[config.mk]
export PLATFORM = sky130hd
export DESIGN_NAME = word_fetch_ctrl
export DESIGN_NICKNAME = d
export VERILOG_FILES = /design/src/rtl/cad_ca3_pkg.sv /design/src/rtl/fetch_addr_counter.sv /design/src/rtl/word_fetch_ctrl.sv
export SDC_FILE = /design/constraint.sdc
export NUM_CORES = 1
export LEC_CHECK = 0
export ABC_AREA = 1
export CORE_ASPECT_RATIO = 1.5
export CORE_UTILIZATION = 40
export DETAILED_ROUTE_END_ITERATION = 10
export PLACE_DENSITY = 0.65
export SLEW_MARGIN = 30
export SYNTH_ARGS = -nofsm -noshare
export SYNTH_HDL_FRONTEND = slang
export SYNTH_HIERARCHICAL = 1
export SYNTH_SLANG_ARGS = --single-unit
[constraint.sdc]
create_clock -name clk -period 2.11 [get_ports clk]
set_clock_uncertainty 0.1 [all_clocks]
set_input_delay 0.3165 -clock clk [delete_from_list [all_inputs] [get_ports clk]]
set_output_delay 0.3165 -clock clk [all_outputs]
set_load 0.05 [all_outputs]
[src/rtl/cad_ca3_pkg.sv]
// Shared types and constants for the byte-to-word fetch sequencer.
package cad_ca3_pkg;

   localparam int ADDR_W         = 9;
   localparam int BYTES_PER_WORD = 4;

   typedef enum logic [2:0] {
      IDLE,
      READ,
      LOAD,
      SHIFT,
      PRESENT,
      FIN
   } fetch_state_t;

   // All registered control outputs of the sequencer, grouped so they can be
   // produced from a single state decode.
   typedef struct packed {
      logic mem_rd;
      logic sr_write;
      logic sr_shift;
      logic word_valid;
      logic busy;
      logic done;
   } strobe_t;

   // Output strobes that belong to a given state; loaded into the output
   // register together with the state itself.
   function automatic strobe_t strobes_of(input fetch_state_t s);
      strobe_t o;
      o            = '0;
      o.mem_rd     = (s == READ);
      o.sr_write   = (s == LOAD);
      o.sr_shift   = (s == SHIFT);
      o.word_valid = (s == PRESENT);
      o.busy       = (s != IDLE);
      o.done       = (s == FIN);
      return o;
   endfunction

endpackage

[src/rtl/fetch_addr_counter.sv]
// Loadable byte address counter that wraps modulo 2^ADDR_W.
module fetch_addr_counter #(
   parameter int ADDR_W = cad_ca3_pkg::ADDR_W
) (
   input  logic              clk,
   input  logic              reset,
   input  logic              load,
   input  logic              inc,
   input  logic [ADDR_W-1:0] load_val,
   output logic [ADDR_W-1:0] count
);

   // Load has priority over increment; natural overflow gives the wrap.
   always_ff @(posedge clk) begin
      if (reset) begin
         count <= '0;
      end else if (load) begin
         count <= load_val;
      end else if (inc) begin
         count <= count + 1'b1;
      end
   end

endmodule

[src/rtl/word_fetch_ctrl.sv]
// Sequencer that reads bytes from the byte memory and packs four of them into
// shift_register32, then offers each packed word downstream with valid/ready.
module word_fetch_ctrl #(
   parameter int ADDR_W         = cad_ca3_pkg::ADDR_W,
   parameter int CNT_W          = 7,
   parameter int BYTES_PER_WORD = cad_ca3_pkg::BYTES_PER_WORD
) (
   input  logic              clk,
   input  logic              reset,
   input  logic              start,
   input  logic [ADDR_W-1:0] base_addr,
   input  logic [CNT_W-1:0]  word_count,
   input  logic              abort,
   output logic              mem_rd,
   output logic [ADDR_W-1:0] mem_addr,
   input  logic [7:0]        mem_rdata,
   output logic              sr_write,
   output logic              sr_shift,
   output logic [7:0]        sr_data,
   output logic              word_valid,
   input  logic              word_ready,
   output logic              busy,
   output logic              done
);

   import cad_ca3_pkg::*;

   localparam int IDX_W = $clog2(BYTES_PER_WORD);
   localparam logic [IDX_W-1:0] LAST_IDX = IDX_W'(BYTES_PER_WORD - 1);

   fetch_state_t      state;
   strobe_t           strb;
   logic [CNT_W-1:0]  words_left;
   logic [IDX_W-1:0]  byte_idx;
   logic [ADDR_W-1:0] addr;
   logic              addr_load;
   logic              addr_inc;

   // The counter holds the next byte to read; it is reloaded on an accepted
   // start and steps once per READ so that SHIFT/PRESENT see the next address.
   assign addr_load = (state == IDLE) && start;
   assign addr_inc  = (state == READ) && !abort;

   fetch_addr_counter #(
      .ADDR_W (ADDR_W)
   ) u_addr_counter (
      .clk      (clk),
      .reset    (reset),
      .load     (addr_load),
      .inc      (addr_inc),
      .load_val (base_addr),
      .count    (addr)
   );

   assign mem_rd     = strb.mem_rd;
   assign sr_write   = strb.sr_write;
   assign sr_shift   = strb.sr_shift;
   assign word_valid = strb.word_valid;
   assign busy       = strb.busy;
   assign done       = strb.done;

   // Bytes go straight from the memory read port into the shift register.
   assign sr_data = mem_rdata;

   // Main FSM: state, registered strobes, read address and job counters.
   always_ff @(posedge clk) begin
      if (reset) begin
         state      <= IDLE;
         strb       <= '0;
         words_left <= '0;
         byte_idx   <= '0;
         mem_addr   <= '0;
      end else if (abort && (state != IDLE)) begin
         // Cancel without a done pulse; shift register contents are untouched.
         state <= IDLE;
         strb  <= strobes_of(IDLE);
      end else begin
         case (state)
            IDLE: begin
               if (start) begin
                  words_left <= word_count;
                  byte_idx   <= '0;
                  if (word_count == '0) begin
                     state <= FIN;
                     strb  <= strobes_of(FIN);
                  end else begin
                     state    <= READ;
                     strb     <= strobes_of(READ);
                     mem_addr <= base_addr;
                  end
               end
            end
            READ: begin
               state <= LOAD;
               strb  <= strobes_of(LOAD);
            end
            LOAD: begin
               if (byte_idx == LAST_IDX) begin
                  state <= PRESENT;
                  strb  <= strobes_of(PRESENT);
               end else begin
                  state <= SHIFT;
                  strb  <= strobes_of(SHIFT);
               end
            end
            SHIFT: begin
               byte_idx <= byte_idx + 1'b1;
               state    <= READ;
               strb     <= strobes_of(READ);
               mem_addr <= addr;
            end
            PRESENT: begin
               if (word_ready) begin
                  words_left <= words_left - 1'b1;
                  byte_idx   <= '0;
                  if (words_left == CNT_W'(1)) begin
                     state <= FIN;
                     strb  <= strobes_of(FIN);
                  end else begin
                     state    <= READ;
                     strb     <= strobes_of(READ);
                     mem_addr <= addr;
                  end
               end
            end
            FIN: begin
               state <= IDLE;
               strb  <= strobes_of(IDLE);
            end
            default: begin
               state <= IDLE;
               strb  <= strobes_of(IDLE);
            end
         endcase
      end
   end

endmodule

==> results.md, run 1 <==
* Drt drc at 0
* Antenna violations before repair at 0
* Placed Area at 0.00253 mm²
* Number of global-route vias before repair at 1956
* Sequential-to-total area share from yosys stat at 33.3%
* CP max FO at 2
* Final Util at 52.0%
* Area Overhead vs Synth at 24.2%
* Largest family of logic cells by synthesized area: simple AND/OR/NAND/NOR gates
* Lkg Pwr at 1.21 nW
* Synth warn at 6
* Leading cell type in the layout, fill and taps excluded: nand2_1
* GR Overflow Total at 0
* CP bufs+invs at 1
* Final setup TNS at 0 ns
* Worst Setup Path Type: reg2out
* WHS Path Cells at 2
* Drt wl/cell at 11.6 µm
* Post-route ant nets at 0
* Design Area, Final at 0.00269 mm²
* Htree depth at 2
* Core area at 0.00516 mm²
* Post-detail-place hpwl at 3860 µm
* Reg2Reg Depth at 10
* Nets at 395
* TritonCTS clock tree: built
* Hold Crit Class: reg2reg
* First drt pass iteration count at 5
* Via count at 2090
* Die Wd at 62.0 µm
* Post-CTS Hold Buffers at 0
* Fin crit share at 88.8%
* Total Routed Length at 5020 µm
* XOR/XNOR Fraction of Synth Area at 0.810%
* Mapped Cells at 330
* Synth Area in Compound Gates at 13.1%
* Io pins at 52
* Post-synthesis mux area share at 0%
* Netlist Area Pre-Place at 0.00216 mm²
* First-pass GRT wire length at 8380 µm
* Largest net degree at the start of global routing at 17
* Port Buffer Count at 35
* Worst hold slack at 0.367 ns
* Critical path cell sequence: clkdlybuf4s50_1
* Post-synthesis simple-gate area fraction at 38.8%
* Worst vdd ir at 0.642 mV
* Worst Path Required at 1.69 ns
* Max Root-Sink Buffers at 2
* Pwr dens at 1190 mW/mm²
* GRT Util Overall at 19.3%
* Crit path largest cell delay at 0.81 ns
* Synth Area in Adders at 2.31%
* Status: finished, final reports clean
* Share of layout cells above drive strength 1 at 11.6%
* Fin. max-slew vios at 0
* Startpoint Class: flip-flop
* Initial Util at 41.9%
* Chip Height at 92.1 µm
* Crit path capture type: output port
* Seq cells post-synth at 36
* Critical path depth at 1
* Fin crit period at 1.87 ns
* CTS resizes at 0
* Fmax at 0.534 GHz
* Number of maximum-capacitance violations at 0
* Worst skew pair latency at 0.30 ns
* Die ar. at 0.00571 mm²
* Std-Cell Rows at 32
* Fin. Hold Viols at 0
* Initial drt markers at 82
* Cell variety after synth at 31
* Worst-Margin Slew at 0.513 ns
* Gpl congestion at 0.844
* Post-Syn Area per Cell at 6.56 µm²
* Cell at the slowest stage of the critical path: clkdlybuf4s50_1
* Mapped Nets at 363
* ANT cells at 0
* RSZ-0062 raised after global routing: no
* Slew margin rel. at 65.7%
* Finish-stage setup viols at 0
* Reg clk slew, reported paths at 0.07 ns
* Root Buffer: clkbuf_8
* Commonest cells after routing, fill and taps aside: nand2_1, nor2_1, dfxtp_1
* Top delay family on crit path: buffers and inverters
* Drt via density at 4.85
* Post-CTS setup buffers at 0
* Clk sinks at 36
* CTS Buf Count at 5
* Worst endpoint data arrival time at 1.46 ns
==> cells by family (layout without fill, tap and decap cells) <==
family	after synthesis	after routing
xor gates and xnor gates	2	2
buffers and inverters	53	86
DFF	36	36
adders and majority gates	4	4
AOI/OAI and AO/OA	50	50
and+or+nand+nor	185	185
==> synthesized netlist by cell type <==
master / n / area (µm²)
nand2_4: 2 / 22.5
nand4_1: 2 / 12.5
inv_2: 4 / 15.0
nor2_4: 2 / 22.5
dfxtp_1: 36 / 721
o21bai_1: 2 / 15.0
buf_1: 1 / 3.75
nor2_2: 7 / 43.8
nand3_1: 29 / 145
clkinv_2: 1 / 5.00
a21oi_1: 15 / 75.1
nand4_2: 1 / 12.5
nand3b_1: 2 / 15.0
buf_2: 3 / 15.0
nand3_2: 2 / 20.0
inv_1: 33 / 124
a22oi_1: 7 / 52.6
xor2_1: 1 / 8.76
nand3b_2: 1 / 11.3
a21oi_2: 2 / 17.5
xnor2_1: 1 / 8.76
o21ai_1: 8 / 40.0
ha_1: 4 / 50.1
nand2_2: 7 / 43.8
o21ai_0: 15 / 75.1
nor3_1: 2 / 10.0
nand2_1: 78 / 293
nor2_1: 50 / 188
buf_4: 9 / 67.6
buf_6: 2 / 22.5
a211oi_1: 1 / 7.51
==> worst paths after layout <==
kind	slack, ns	end	from
worst max-delay path	0.24	mem_rd	mem_rd
worst min-delay path	0.37	sr_write	sr_write
worst max register to register	0.27	u_addr_counter/count[1]	state[1]
worst min register to register	0.37	sr_write	sr_write
==> state kept, by name, summed over array words and instances, names as in the netlist, 2 cells and up <==
name and flops:
words_left 7, mem_addr 9, state 3, byte_idx 2, u_addr_counter/count 9
==> where the power goes <==
group / internal, mW / leakage [nW] / total [mW] / switching, mW
clock network: 0.591 / 0.0784 / 0.862 / 0.270
registers: 0.853 / 0.297 / 0.997 / 0.144
logic: 0.466 / 0.834 / 1.34 / 0.870
total: 1.91 / 1.21 / 3.19 / 1.28
==> stage by stage <==
step / total power [mW] / worst slack [ns] / instances
finish: 3.19 / 0.237 / 431
global route: 3.40 / 0.122 / 431
CTS: 3.22 / 0.224 / 431
detailed placement: 2.36 / 0.151 / 423
global placement: 2.35 / 0.143 / 423
floorplan: 2.05 / 0.654 / 330
==> cell type report <==
type                    count  area, µm²
flip-flops and latches     36        721
multi-input cells         241       1190
clock inverters             3       90.1
fillers                   521       2480
well taps                  68       85.1
inverters                  38        144
repair buffers             40        388
clock buffers               5       68.8
==> layer usage <==
metal | vias up | global-route usage (%) | part of all wire, %
li1 | 1106 | - | -
met1 | 931 | 21.2 | 42
met2 | 44 | 34.9 | 52
met3 | 9 | 2.96 | 4.1
met4 | 0 | 7.41 | 2.1
met5 | - | 0 | 0
(Power assumes the default switching activity.)
==> run 2: changes to the inputs <==
--- a/config.mk
+++ b/config.mk
@@ -10,6 +10,7 @@
 export CORE_UTILIZATION = 40
 export DETAILED_ROUTE_END_ITERATION = 10
 export PLACE_DENSITY = 0.65
+export REMOVE_ABC_BUFFERS = 1
 export SLEW_MARGIN = 30
 export SYNTH_ARGS = -nofsm -noshare
 export SYNTH_HDL_FRONTEND = slang
==> run 2 against run 1 <==
  * Critical path depth stayed put
  * Global-route usage is 0.23 points higher
  * Power is 9.8% lower
  * Sequential power hardly changed
  * Sequential share of layout area is 0.56 points higher
  * Worst hold slack worse by 0.0043 ns
  * Register-to-register slack better by 0.08 ns
  * Sequential cell count stayed put
  * Largest power group unchanged
  * Worst setup slack better by 0.018 ns
==> results.md, run 2 (same netlist as run 1, synthesis figures left out) <==
* Startpoint Class: flip-flop
* TritonCTS clock tree: built
* Area of the multi-input gates at 0.00119 mm² (unchanged)
* Post-detail-place hpwl at 3810 µm (-1.3%)
* Drt via density at 4.84 (about the same)
* RSZ-0062 raised after global routing: no
* Initial Util at 41.9% (unchanged)
* Max Root-Sink Buffers at 2 (unchanged)
* Number of maximum-capacitance violations at 0 (unchanged)
* Die ar. at 0.00571 mm² (unchanged)
* Worst Path Required at 1.69 ns (about the same)
* Worst Setup Path Type: reg2out
* CTS resizes at 0 (unchanged)
* Final Util at 50.9% (-1.1 points)
* Cell at the slowest stage of the critical path: clkdlybuf4s50_1
* Drt wl/cell at 11.7 µm (+0.52%)
* ANT cells at 0 (unchanged)
* Hold Crit Class: reg2reg
* Total Routed Length at 5040 µm (+0.52%)
* Power Total at 2.88 mW (-9.8%)
* Area Overhead vs Synth at 21.6%
* Nets at 396 (+0.25%)
* CTS Buf Count at 5 (unchanged)
* Seq. cell area at 721 µm² (unchanged)
* Fin. Hold Viols at 0 (unchanged)
* GR Overflow Total at 0 (unchanged)
* Setup slack, reg-to-reg at 0.35 ns (+0.08 ns)
* First drt pass iteration count at 4 (-1)
* Top delay family on crit path: buffers and inverters
* Critical path depth at 1 (unchanged)
* Antenna violations before repair at 0 (unchanged)
* Via count at 2088 (-0.096%)
* Reg clk slew, reported paths at 0.07 ns (about the same)
* Io pins at 52 (unchanged)
* Root Buffer: clkbuf_8
* Port Buffer Count at 35 (unchanged)
* Crit path capture type: output port
* Worst vdd ir at 0.700 mV (+9.2%)
* Largest registers: mem_addr x9, u_addr_counter/count x9, words_left x7
* GRT Util Overall at 19.5% (+0.23 points)
* Fin crit period at 1.86 ns (-0.0180 ns)
* Std-Cell Rows at 32 (unchanged)
* Gpl congestion at 0.827 (-2.0%)
* Status: finished, final reports clean
* Htree depth at 2 (unchanged)
* Fin. max-slew vios at 0 (unchanged)
* Core area at 0.00516 mm² (unchanged)
* Number of global-route vias before repair at 1900 (-2.9%)
* Largest net degree at the start of global routing at 17 (unchanged)
* Share of layout cells above drive strength 1 at 11.6% (unchanged)
* Critical path cell sequence: clkdlybuf4s50_1
* CP bufs+invs at 1 (unchanged)
* Worst endpoint data arrival time at 1.44 ns (-0.02 ns)
* Post-CTS Hold Buffers at 0 (unchanged)
* Chip Height at 92.1 µm (unchanged)
* WHS Path Cells at 2 (unchanged)
* Post-route ant nets at 0 (unchanged)
* Design Area, Final at 0.00263 mm² (-2.0%)
* Placed Area at 0.00253 mm² (+0.30%)
* Reg2Reg Depth at 9 (-1)
* First-pass GRT wire length at 8440 µm (+0.74%)
* Initial drt markers at 63 (-23%)
* Clk sinks at 36 (unchanged)
* CP max FO at 2 (unchanged)
* Lkg Pwr at 1.19 nW (-1.9%)
* Commonest cells after routing, fill and taps aside: nand2_1, nor2_1, dfxtp_1
* Worst hold slack at 0.363 ns (-0.00428 ns)
* Pwr dens at 1090 mW/mm² (-7.9%)
* Slew margin rel. at 67.0% (+1.4 points)
* Leading cell type in the layout, fill and taps excluded: nand2_1
* Fmax at 0.539 GHz (+0.97%)
* Crit path largest cell delay at 0.80 ns (about the same)
* Finish-stage setup viols at 0 (unchanged)
* Worst skew pair latency at 0.29 ns (about the same)
* Die Wd at 62.0 µm (unchanged)
* Final setup TNS at 0 ns (unchanged)
* Post-CTS setup buffers at 0 (unchanged)
* Worst-Margin Slew at 0.493 ns (-0.0207 ns)
* Fin crit share at 87.9% (-0.85 points)
* Fill count at 535 (+2.7%)
* Drt drc at 0 (unchanged)
run 2: metrics by stage:
stage / worst slack, ns / cells
finish: 0.255 / 431
global route: 0.148 / 431
CTS: 0.249 / 431
detailed placement: 0.200 / 424
global placement: 0.188 / 424
floorplan: 0.343 / 315
run 2: cell type report:
type | count | area share, %
clock buffer | 7 | 3.66
inverter | 38 | 5.47
multi-input combinational | 241 | 45.2
sequential | 36 | 27.4
tap | 68 | 3.23
timing repair buffer | 41 | 15.0
run 2: report_power, final:
group,internal [mW],switching [mW],leakage [nW]
Combinational,0.477,0.866,0.839
Clock,0.291,0.251,0.0503
Sequential,0.853,0.143,0.297
run 2: routing by layer:
metal  share of wire, %  track usage, %  wire length [µm]  up-vias
met5                  0               0                 0        -
met4                1.6            7.96                80        0
met3                3.6            4.65               179        5
met2                 51            32.5              2550       48
met1                 44            22.9              2230      920
li1                   -               -                 -     1115
run 2: path summary, 6_finish.rpt:
check	start	end
setup / recovery	done	done
hold / removal	sr_shift	sr_shift
setup reg to reg	state[1]	state[2]
hold reg to reg	sr_shift	sr_shift
==> run 3: changes to the inputs <==
--- a/config.mk
+++ b/config.mk
@@ -11,6 +11,7 @@
 export DETAILED_ROUTE_END_ITERATION = 10
 export PLACE_DENSITY = 0.65
 export REMOVE_ABC_BUFFERS = 1
+export SKIP_LAST_GASP = 1
 export SLEW_MARGIN = 30
 export SYNTH_ARGS = -nofsm -noshare
 export SYNTH_HDL_FRONTEND = slang
==> results of run 3 <==
The final DEF is identical to that of run 2; final timing and power are the same.
